<file path="src/rtl/if_id_reg_pkg.sv">
// Shared definitions for the IF/ID pipeline register and the decode stage that consumes it.
// Holds the bubble encoding, branch-kind bit positions and the IF/ID bundle layout.
package if_id_reg_pkg;

  localparam int unsigned XLEN_DEF = 32;

  // addi x0,x0,0: architecturally a no-op, so a bubble flowing into decode has no side effects.
  localparam logic [31:0] RV_NOP = 32'h0000_0013;

  localparam int unsigned BR_KIND_W = 6;
  localparam int unsigned BR_BEQ    = 5;
  localparam int unsigned BR_BNE    = 4;
  localparam int unsigned BR_BLT    = 3;
  localparam int unsigned BR_BGE    = 2;
  localparam int unsigned BR_BLTU   = 1;
  localparam int unsigned BR_BGEU   = 0;

  typedef struct packed {
    logic [XLEN_DEF-1:0]  instr;
    logic [XLEN_DEF-1:0]  pc;
    logic [XLEN_DEF-1:0]  pc_add_4;
    logic                 B_type_result;
    logic                 jal;
    logic                 jalr;
    logic                 B_type;
    logic [BR_KIND_W-1:0] br_kind;
    logic                 valid;
  } if_id_bundle_t;

  // Non-branch instructions may carry junk in the kind field; only a real branch keeps it.
  function automatic logic [BR_KIND_W-1:0] mask_br_kind(input logic                 b_type,
                                                        input logic [BR_KIND_W-1:0] br_kind);
    return b_type ? br_kind : '0;
  endfunction

endpackage

</file>
<file path="src/rtl/if_id_reg_sat_counter.sv">
// Saturating up-counter used for the IF/ID bubble and flush statistics.
// Synchronous clear has priority over increment; the count sticks at all-ones.
module sat_counter #(
  parameter int unsigned CNT_W = 16
) (
  input  logic             clk,
  input  logic             i_clr,
  input  logic             i_inc,
  output logic [CNT_W-1:0] o_cnt
);

  logic [CNT_W-1:0] r_cnt;
  logic             w_at_max;

  assign w_at_max = (r_cnt == {CNT_W{1'b1}});

  // NOTE: sequential state uses non-blocking assignments so every flop samples pre-edge values.
  always_ff @(posedge clk) begin
    if (i_clr) begin
      r_cnt <= '0;
    end else if (i_inc && !w_at_max) begin
      r_cnt <= r_cnt + CNT_W'(1);
    end
  end

  assign o_cnt = r_cnt;

endmodule

</file>
<file path="src/rtl/if_id_reg.sv">
// IF/ID pipeline register: captures fetch results and applies flush, hold and bubble control.
// Also keeps saturating counts of stall bubbles and flush bubbles.
module if_id_reg
  import if_id_reg_pkg::*;
#(
  parameter int unsigned      XLEN      = 32,
  parameter int unsigned      CNT_W     = 16,
  parameter logic [XLEN-1:0]  NOP_INSTR = XLEN'(RV_NOP)
) (
  input  logic                 clk,
  input  logic                 rst,
  input  logic [XLEN-1:0]      instr_if,
  input  logic [XLEN-1:0]      pc_if,
  input  logic [XLEN-1:0]      pc_add_4_if,
  input  logic                 B_type_result_if,
  input  logic                 jal_if,
  input  logic                 jalr_if,
  input  logic                 B_type_if,
  input  logic [BR_KIND_W-1:0] br_kind_if,
  input  logic                 PL_stall_ex,
  input  logic                 PL_stall_if,
  input  logic                 PL_flush,
  output logic [XLEN-1:0]      instr_if_id_o,
  output logic [XLEN-1:0]      pc_if_id_o,
  output logic [XLEN-1:0]      pc_add_4_if_id_o,
  output logic                 B_type_result_if_id_o,
  output logic                 jal_if_id_o,
  output logic                 jalr_if_id_o,
  output logic                 B_type_if_id_o,
  output logic [BR_KIND_W-1:0] br_kind_if_id_o,
  output logic                 valid_if_id_o,
  output logic [CNT_W-1:0]     bubble_cnt,
  output logic [CNT_W-1:0]     flush_cnt
);

  logic [XLEN-1:0]      r_instr;
  logic [XLEN-1:0]      r_pc;
  logic [XLEN-1:0]      r_pc_add_4;
  logic                 r_b_type_result;
  logic                 r_jal;
  logic                 r_jalr;
  logic                 r_b_type;
  logic [BR_KIND_W-1:0] r_br_kind;
  logic                 r_valid;

  logic w_hold;
  logic w_stall_bubble;
  logic w_load_bubble;

  // Flush beats a downstream hold so a mispredicted instruction can never sit in ID.
  assign w_hold         = !PL_flush && PL_stall_ex;
  assign w_stall_bubble = !PL_flush && !PL_stall_ex && PL_stall_if;
  assign w_load_bubble  = PL_flush || w_stall_bubble;

  always_ff @(posedge clk) begin
    if (rst) begin
      r_instr         <= NOP_INSTR;
      r_pc            <= '0;
      r_pc_add_4      <= '0;
      r_b_type_result <= 1'b0;
      r_jal           <= 1'b0;
      r_jalr          <= 1'b0;
      r_b_type        <= 1'b0;
      r_br_kind       <= '0;
      r_valid         <= 1'b0;
    end else if (!w_hold) begin
      // PCs load even for bubbles so a trace shows where the bubble came from.
      r_pc       <= pc_if;
      r_pc_add_4 <= pc_add_4_if;
      if (w_load_bubble) begin
        r_instr         <= NOP_INSTR;
        r_b_type_result <= 1'b0;
        r_jal           <= 1'b0;
        r_jalr          <= 1'b0;
        r_b_type        <= 1'b0;
        r_br_kind       <= '0;
        r_valid         <= 1'b0;
      end else begin
        r_instr         <= instr_if;
        r_b_type_result <= B_type_result_if;
        r_jal           <= jal_if;
        r_jalr          <= jalr_if;
        r_b_type        <= B_type_if;
        r_br_kind       <= mask_br_kind(B_type_if, br_kind_if);
        r_valid         <= 1'b1;
      end
    end
  end

  sat_counter #(.CNT_W(CNT_W)) u_bubble_cnt (
    .clk   (clk),
    .i_clr (rst),
    .i_inc (w_stall_bubble),
    .o_cnt (bubble_cnt)
  );

  sat_counter #(.CNT_W(CNT_W)) u_flush_cnt (
    .clk   (clk),
    .i_clr (rst),
    .i_inc (PL_flush),
    .o_cnt (flush_cnt)
  );

  assign instr_if_id_o         = r_instr;
  assign pc_if_id_o            = r_pc;
  assign pc_add_4_if_id_o      = r_pc_add_4;
  assign B_type_result_if_id_o = r_b_type_result;
  assign jal_if_id_o           = r_jal;
  assign jalr_if_id_o          = r_jalr;
  assign B_type_if_id_o        = r_b_type;
  assign br_kind_if_id_o       = r_br_kind;
  assign valid_if_id_o         = r_valid;

endmodule

</file>
<file path="config.mk">
export PLATFORM = sky130hd
export DESIGN_NAME = if_id_reg
export DESIGN_NICKNAME = d
export VERILOG_FILES = /design/src/rtl/if_id_reg_pkg.sv /design/src/rtl/if_id_reg_sat_counter.sv /design/src/rtl/if_id_reg.sv
export SDC_FILE = /design/constraint.sdc
export NUM_CORES = 1
export LEC_CHECK = 0
export ABC_CLOCK_PERIOD_IN_PS = 3000
export CAP_MARGIN = 40
export CORE_MARGIN = 2
export CORE_UTILIZATION = 41
export DETAILED_ROUTE_END_ITERATION = 10
export GPL_ROUTABILITY_DRIVEN = 0
export HOLD_SLACK_MARGIN = 0.12
export PLACE_DENSITY = 0.87
export SYNTH_ARGS = -nofsm -noshare
export SYNTH_HDL_FRONTEND = slang
export SYNTH_SLANG_ARGS = --single-unit
</file>
<file path="constraint.sdc">
create_clock -name clk -period 3 [get_ports clk]
set_input_delay 0.9 -clock clk [delete_from_list [all_inputs] [get_ports clk]]
set_output_delay 0.9 -clock clk [all_outputs]
set_load 0.01 [all_outputs]
</file>
==> metrics.txt <==
outcome=complete, no violations; critical path fanouts, max=4; CTS H-tree depth=4; vias in the first global route=4850; Root Driver=clkbuf_16; number of flops mapped to enable cells by yosys=0; CTS tree=done; fin crit period=2.49 ns; placed cell area=7960 sq um; number of port buffers=249; Max Clk Rate=402 MHz; cell at the slowest stage of the critical path=clkdlybuf4s50_1; Power Dens Cells=520 nW/um^2; DIE AREA=13700 sq um; CTS buffer count=17; CP required=3.34 ns; Mapped Cells=622; WP buf/inv=2; Synth Warn #=0; ratio of final minimum period to clock period=82.9%; DRT Pass-1 Iters=5; crit-path max cell delay=0.47 ns; endpoints failing setup=0; kind of end point of the critical path=flip-flop; Worst Skew=0.00456 ns; Starting Density=41.8%; global-route wire length before repair=23200 um; max-cap viol count=0; crit start category=input pin; Seq/Total Area, Yosys=53.0%; Netlist Area Pre-Place=5250 sq um; Filler Cell Count=973; row count=41; slew of the pin with the lowest slew margin=0.534 ns; GRT overflow=0; # clock sinks=139; share of Yosys cell area claimed by the top area cell type=53.0%; wirelength, routed=15500 um; CTS-repair resized insts=0; worst setup path class=input pin to flip-flop; Crit path max-delay family=simple AND/OR/NAND/NOR gates; Async S/R FF share, synth=0%; post-route design area=8520 sq um; Main synth FF type=dfxtp_1; Post-CTS Setup Inserts=0; P_leak=3.12 nW; chip width=117 um; Ant. Diodes=0; Final TNS setup=0 ns; syn avg cell area=8.44 sq um; num ports=250; max-slew violations=0; area grow syn2layout=62.3%; DRC violations left=0; via count=5351; Via density=5.11; most frequent cell after synthesis=dfxtp_1; layout cells sized above 1=6.62%; Die Span Y=117 um; largest net degree at the start of global routing=76; core footprint=12600 sq um; initial DRC count=291; VDD IR max=355 uV; Worst-path clk slew=0.06 ns; Clock Path Buffers=2; initial antenna violation count=0; critical path cell sequence=clkdlybuf4s50_1 > or3b_1 > or3_4 > buf_4 > or3_1 > a21oi_1; Unique masters post-synth=42; largest area contributor in the netlist=dfxtp_1; Post-DRT Antenna Nets=0; CP arrival=2.82 ns; Final Hold Fails=0; RSZ-0062 raised after global routing=false; syn nets=735; Layout Nets=976; GRT Total Usage=21.7%; synth top area cells=dfxtp_1, nand2_1, a21oi_1, a22oi_1, nor2_1; DR WL/cell=14.7 um; #FFs+latches synth=139; most frequent cells after synthesis=dfxtp_1, nand2_1, a21oi_1; DP HPWL=10900 um; # hold bufs at CTS=0; Clk Latency, worst-skew pair=0.41 ns; Rel. slew slack=64.4%; Worst Hold Class=flip-flop to flip-flop
## flip-flops by register name, indices dropped and copies added, names as in the netlist, 6 cells and up
register	flops
instr_if_id_o	32
pc_add_4_if_id_o	32
pc_if_id_o	32
u_bubble_cnt.o_cnt	16
u_flush_cnt.o_cnt	16
br_kind_if_id_o	6
## cell families (layout without fill, tap and decap cells)
| family | count (synthesis) | after routing | share of synthesized area [%] |
|---|---|---|---|
| AND/OR/NAND/NOR | 263 | 263 | 22.8 |
| AO/OA/AOI/OAI | 159 | 159 | 18.3 |
| flip-flops | 139 | 139 | 53.0 |
| buffers and inverters | 52 | 306 | 4.00 |
| multiplexers | 7 | 7 | 1.43 |
| adder cells (fa/ha/maj) | 2 | 2 | 0.476 |
## where the power goes
| part | internal (mW) | total (mW) | switching, mW |
|---|---|---|---|
| clock | 1.22 | 1.98 | 0.765 |
| combinational | 0.293 | 0.500 | 0.207 |
| sequential | 1.92 | 1.95 | 0.0358 |
| total | 3.42 | 4.43 | 1.01 |
## routing by layer
metal | GRT usage, % | routed length (um)
met3 | 8.91 | 1450
met2 | 36.2 | 7600
met5 | 0 | 0
met4 | 9.18 | 376
met1 | 24.7 | 6030
## layout by cell type, fill, tap and decap left out, types with 4 or more instances in the layout
cell type and instances:
a21oi_1 85, a22oi_1 38, buf_4 16, clkbuf_16 17, clkdlybuf4s50_1 248, clkinv_2 5
dfxtp_1 139, inv_1 7, mux2_2 4, nand2_1 136, nand3_1 9, nand4_1 11
nor2_1 52, nor2b_1 4, nor3_1 8, nor4_1 5, o21ai_0 10, o31ai_1 10
or3_1 8, or4_1 10
## final cells by class
| type | instances | area, sq um | share of cell area [%] |
|---|---|---|---|
| Clock buffer | 20 | 437 | 5.12 |
| Clock inverter | 12 | 125 | 1.47 |
| Inverter | 7 | 26.3 | 0.308 |
| Multi-Input combinational cell | 431 | 2270 | 26.7 |
| Sequential cell | 139 | 2780 | 32.7 |
| Tap cell | 172 | 215 | 2.53 |
| Timing Repair Buffer | 267 | 2660 | 31.2 |
## worst paths after layout
| kind | start | endpoint | slack [ns] | cells past startpoint |
|---|---|---|---|---|
| min reg2reg | pc_add_4_if_id_o[7] | pc_add_4_if_id_o[7] | 0.45 | 2 |
| min | pc_add_4_if_id_o[7] | pc_add_4_if_id_o[7] | 0.45 | 2 |
| max | PL_stall_if | u_bubble_cnt.o_cnt[8] | 0.51 | 6 |
| max reg2reg | u_bubble_cnt.o_cnt[0] | u_bubble_cnt.o_cnt[8] | 0.94 | 7 |
## per-stage QoR
stage | utilization (%) | setup slack (ns) | power, mW | hold slack [ns] | std cells
finish | 67.8 | 0.512 | 4.43 | 0.447 | 1048
global route | 67.8 | 0.405 | 4.60 | 0.463 | 1048
CTS | 67.8 | 0.499 | 4.48 | 0.450 | 1048
detailed placement | 63.3 | 0.0584 | 2.49 | 0.443 | 1016
global placement | 63.3 | 0.101 | 2.48 | 0.437 | 1016
floorplan | - | 0.403 | 2.16 | 0.476 | 622
## worst min-delay path: cells and delay by family (launching register included)
family             cells  cell delay, ns
AOI/OAI and AO/OA      1            0.05
DFF                    1            0.30
and+or+nand+nor        1            0.05
(Power assumes the default switching activity.)
==> patch (same flow settings) <==
Put a register stage on the output `flush_cnt`, cleared by the reset. The value now appears one clock later. The other outputs are not delayed to match.
--- a/src/rtl/if_id_reg.sv
+++ b/src/rtl/if_id_reg.sv
@@ -34,2 +34,4 @@
 );
+
+  logic [CNT_W-1:0] flush_cnt_d;
 
@@ -100,3 +102,3 @@
     .i_inc (PL_flush),
-    .o_cnt (flush_cnt)
+    .o_cnt (flush_cnt_d)
   );
@@ -113,2 +115,10 @@
 
+  always_ff @(posedge clk) begin
+    if (rst) begin
+      flush_cnt <= '0;
+    end else begin
+      flush_cnt <= flush_cnt_d;
+    end
+  end
+
 endmodule
Formal check against the unedited RTL: not equivalent (a bounded check fails within 4 cycles, from zero or initial values and one cycle with rst high).
==> patch against the original RTL <==
- register-to-register slack got worse by 90 ps
- design area rose by 5.6%
- power rose by 13%
- sequential cell count rose by 16
- largest cell class unchanged
- first-iteration DRC count rose by 74%
- die area rose by 8.1%
- utilization fell by 2.2 points
- worst setup slack improved by 68 ps
- synthesized area rose by 8.4%
- wire length rose by 9.1%
==> patch: results (changes against the original RTL) <==
[placement]
dpl.cell_count=1057  ; +4.0%
dpl.hpwl_um=11800  ; +8.1%
place_ws_ps=179  ; +120 ps

[global_route]
grt_pass1_vias=5231  ; +7.9%
grt_use_met2=0.358  ; -0.00418
use_met1=0.262  ; +0.0153
grt_max_degree=83  ; +9.2%
grt_pass1_wl_um=25700  ; +11%
grt_usage=0.219  ; +0.00197
use_met3=0.0721  ; -0.0170

[detailed_routing]
wl_per_cell_um=15.5  ; +5.0%
highest_layer=met4
wl_met1_um=6710  ; +11%
viasPerCell=5.27  ; +3.1%
dr_wl_met3_um=1360  ; -5.9%
dr_wl_met2_um=8320  ; +9.5%
dr.first_iter.drc_count=507  ; +74%
vias=5735  ; +7.2%

[cells_and_area]
diodes=0  ; unchanged
layout-drive-gt1-share=0.0616  ; -0.00460
final_nets=1009  ; +3.4%
fillers=1086  ; +12%

[synthesis]
synth_nets=777  ; +5.7%
ys_warn_count=0  ; unchanged
yosysSeqAreaShare=0.545  ; +0.0154
ys_top_cells_by_count=dfxtp_1, nand2_1, a21oi_1, nor2_1, a22oi_1
synthTopCellsByArea=dfxtp_1, nand2_1, a21oi_1
synth_compound_area_frac=0.177  ; -0.00553
synthMuxAreaShare=0.0117  ; -0.00264
synthAdderAreaFrac=0.00440  ; -0.000368
syn_inst=664  ; +6.8%
synth_cell_types=46  ; +9.5%

[power_and_ir_drop]
seqPwrFrac=0.433  ; -0.007
switchingPower_mw=1.08  ; +7.5%
p_leak_nw=3.29  ; +5.6%
ir_worst_vdd_uv=328  ; -7.6%
pwr-share-clk=0.464  ; +0.017

[outcome]
status=finished, final reports clean

[sta]
setup_viol=0  ; unchanged
skew_ps=7.72  ; +3.16 ps
final_hold_viol_count=0  ; unchanged
worstMarginPinSlew_ps=802  ; +267 ps

[critical_path]
slowest_stage=or4_1
crit_fanout=10  ; +6
arrival_ps=2760  ; -60 ps
slowest_delay_ps=540  ; +70 ps
critPathKind=input pin to flip-flop

[clock_network]
cts_resized=0  ; unchanged
clkTransAtPathRegs_ps=60  ; about the same

-- patch: cell count changes in the layout (fill, tap and decap cells not counted), moves of 4 or more --
cell      change
nor2_1        +6
a211oi_1      +4
nor2b_1       +9
nand3_1       +9
buf_4         -7
dfxtp_1      +16
-- patch: final cells by class --
cell class / count / share of cell area
Clock buffer: 20 / 0.0496
Clock inverter: 12 / 0.0217
Inverter: 7 / 0.00292
Multi-Input combinational cell: 455 / 0.266
Sequential cell: 155 / 0.345
Tap cell: 180 / 0.0250
Timing Repair Buffer: 260 / 0.290
-- patch: kinds of logic after synthesis --
family	after synthesis
multiplexers	6
adder cells (fa/ha/maj)	2
AND/OR/NAND/NOR	283
buffers and inverters	54
AO/OA/AOI/OAI	164
flip-flops	155
-- patch: through the flow --
stage	total power, mW	util	instance area [sq um]
detailed placement	2.73	0.609	8360
global placement	2.72	0.609	8360
CTS	5.05	0.656	9000
floorplan	2.40	-	5690
finish	5.01	0.656	9000
global route	5.19	0.656	9000
-- patch: worst max-delay path: cells and delay by family --
kind	cells	cell delay (ps)
AO/OA/AOI/OAI	1	150
buffers and inverters	1	430
AND/OR/NAND/NOR	3	1280
-- patch: worst paths after layout --
check             slack [ps]                                   to  cells after the start                         startpoint
setup / recovery         580  u_bubble_cnt.o_cnt[11]$_SDFFE_PP0P_                      5                        PL_stall_ex
hold / removal           450    pc_add_4_if_id_o[15]$_SDFFE_PP0N_                      2  pc_add_4_if_id_o[15]$_SDFFE_PP0N_
setup reg to reg         850    u_flush_cnt.o_cnt[9]$_SDFFE_PP0P_                      5  u_flush_cnt.o_cnt[0]$_SDFFE_PP0P_
hold reg to reg          450    pc_add_4_if_id_o[15]$_SDFFE_PP0N_                      2  pc_add_4_if_id_o[15]$_SDFFE_PP0N_
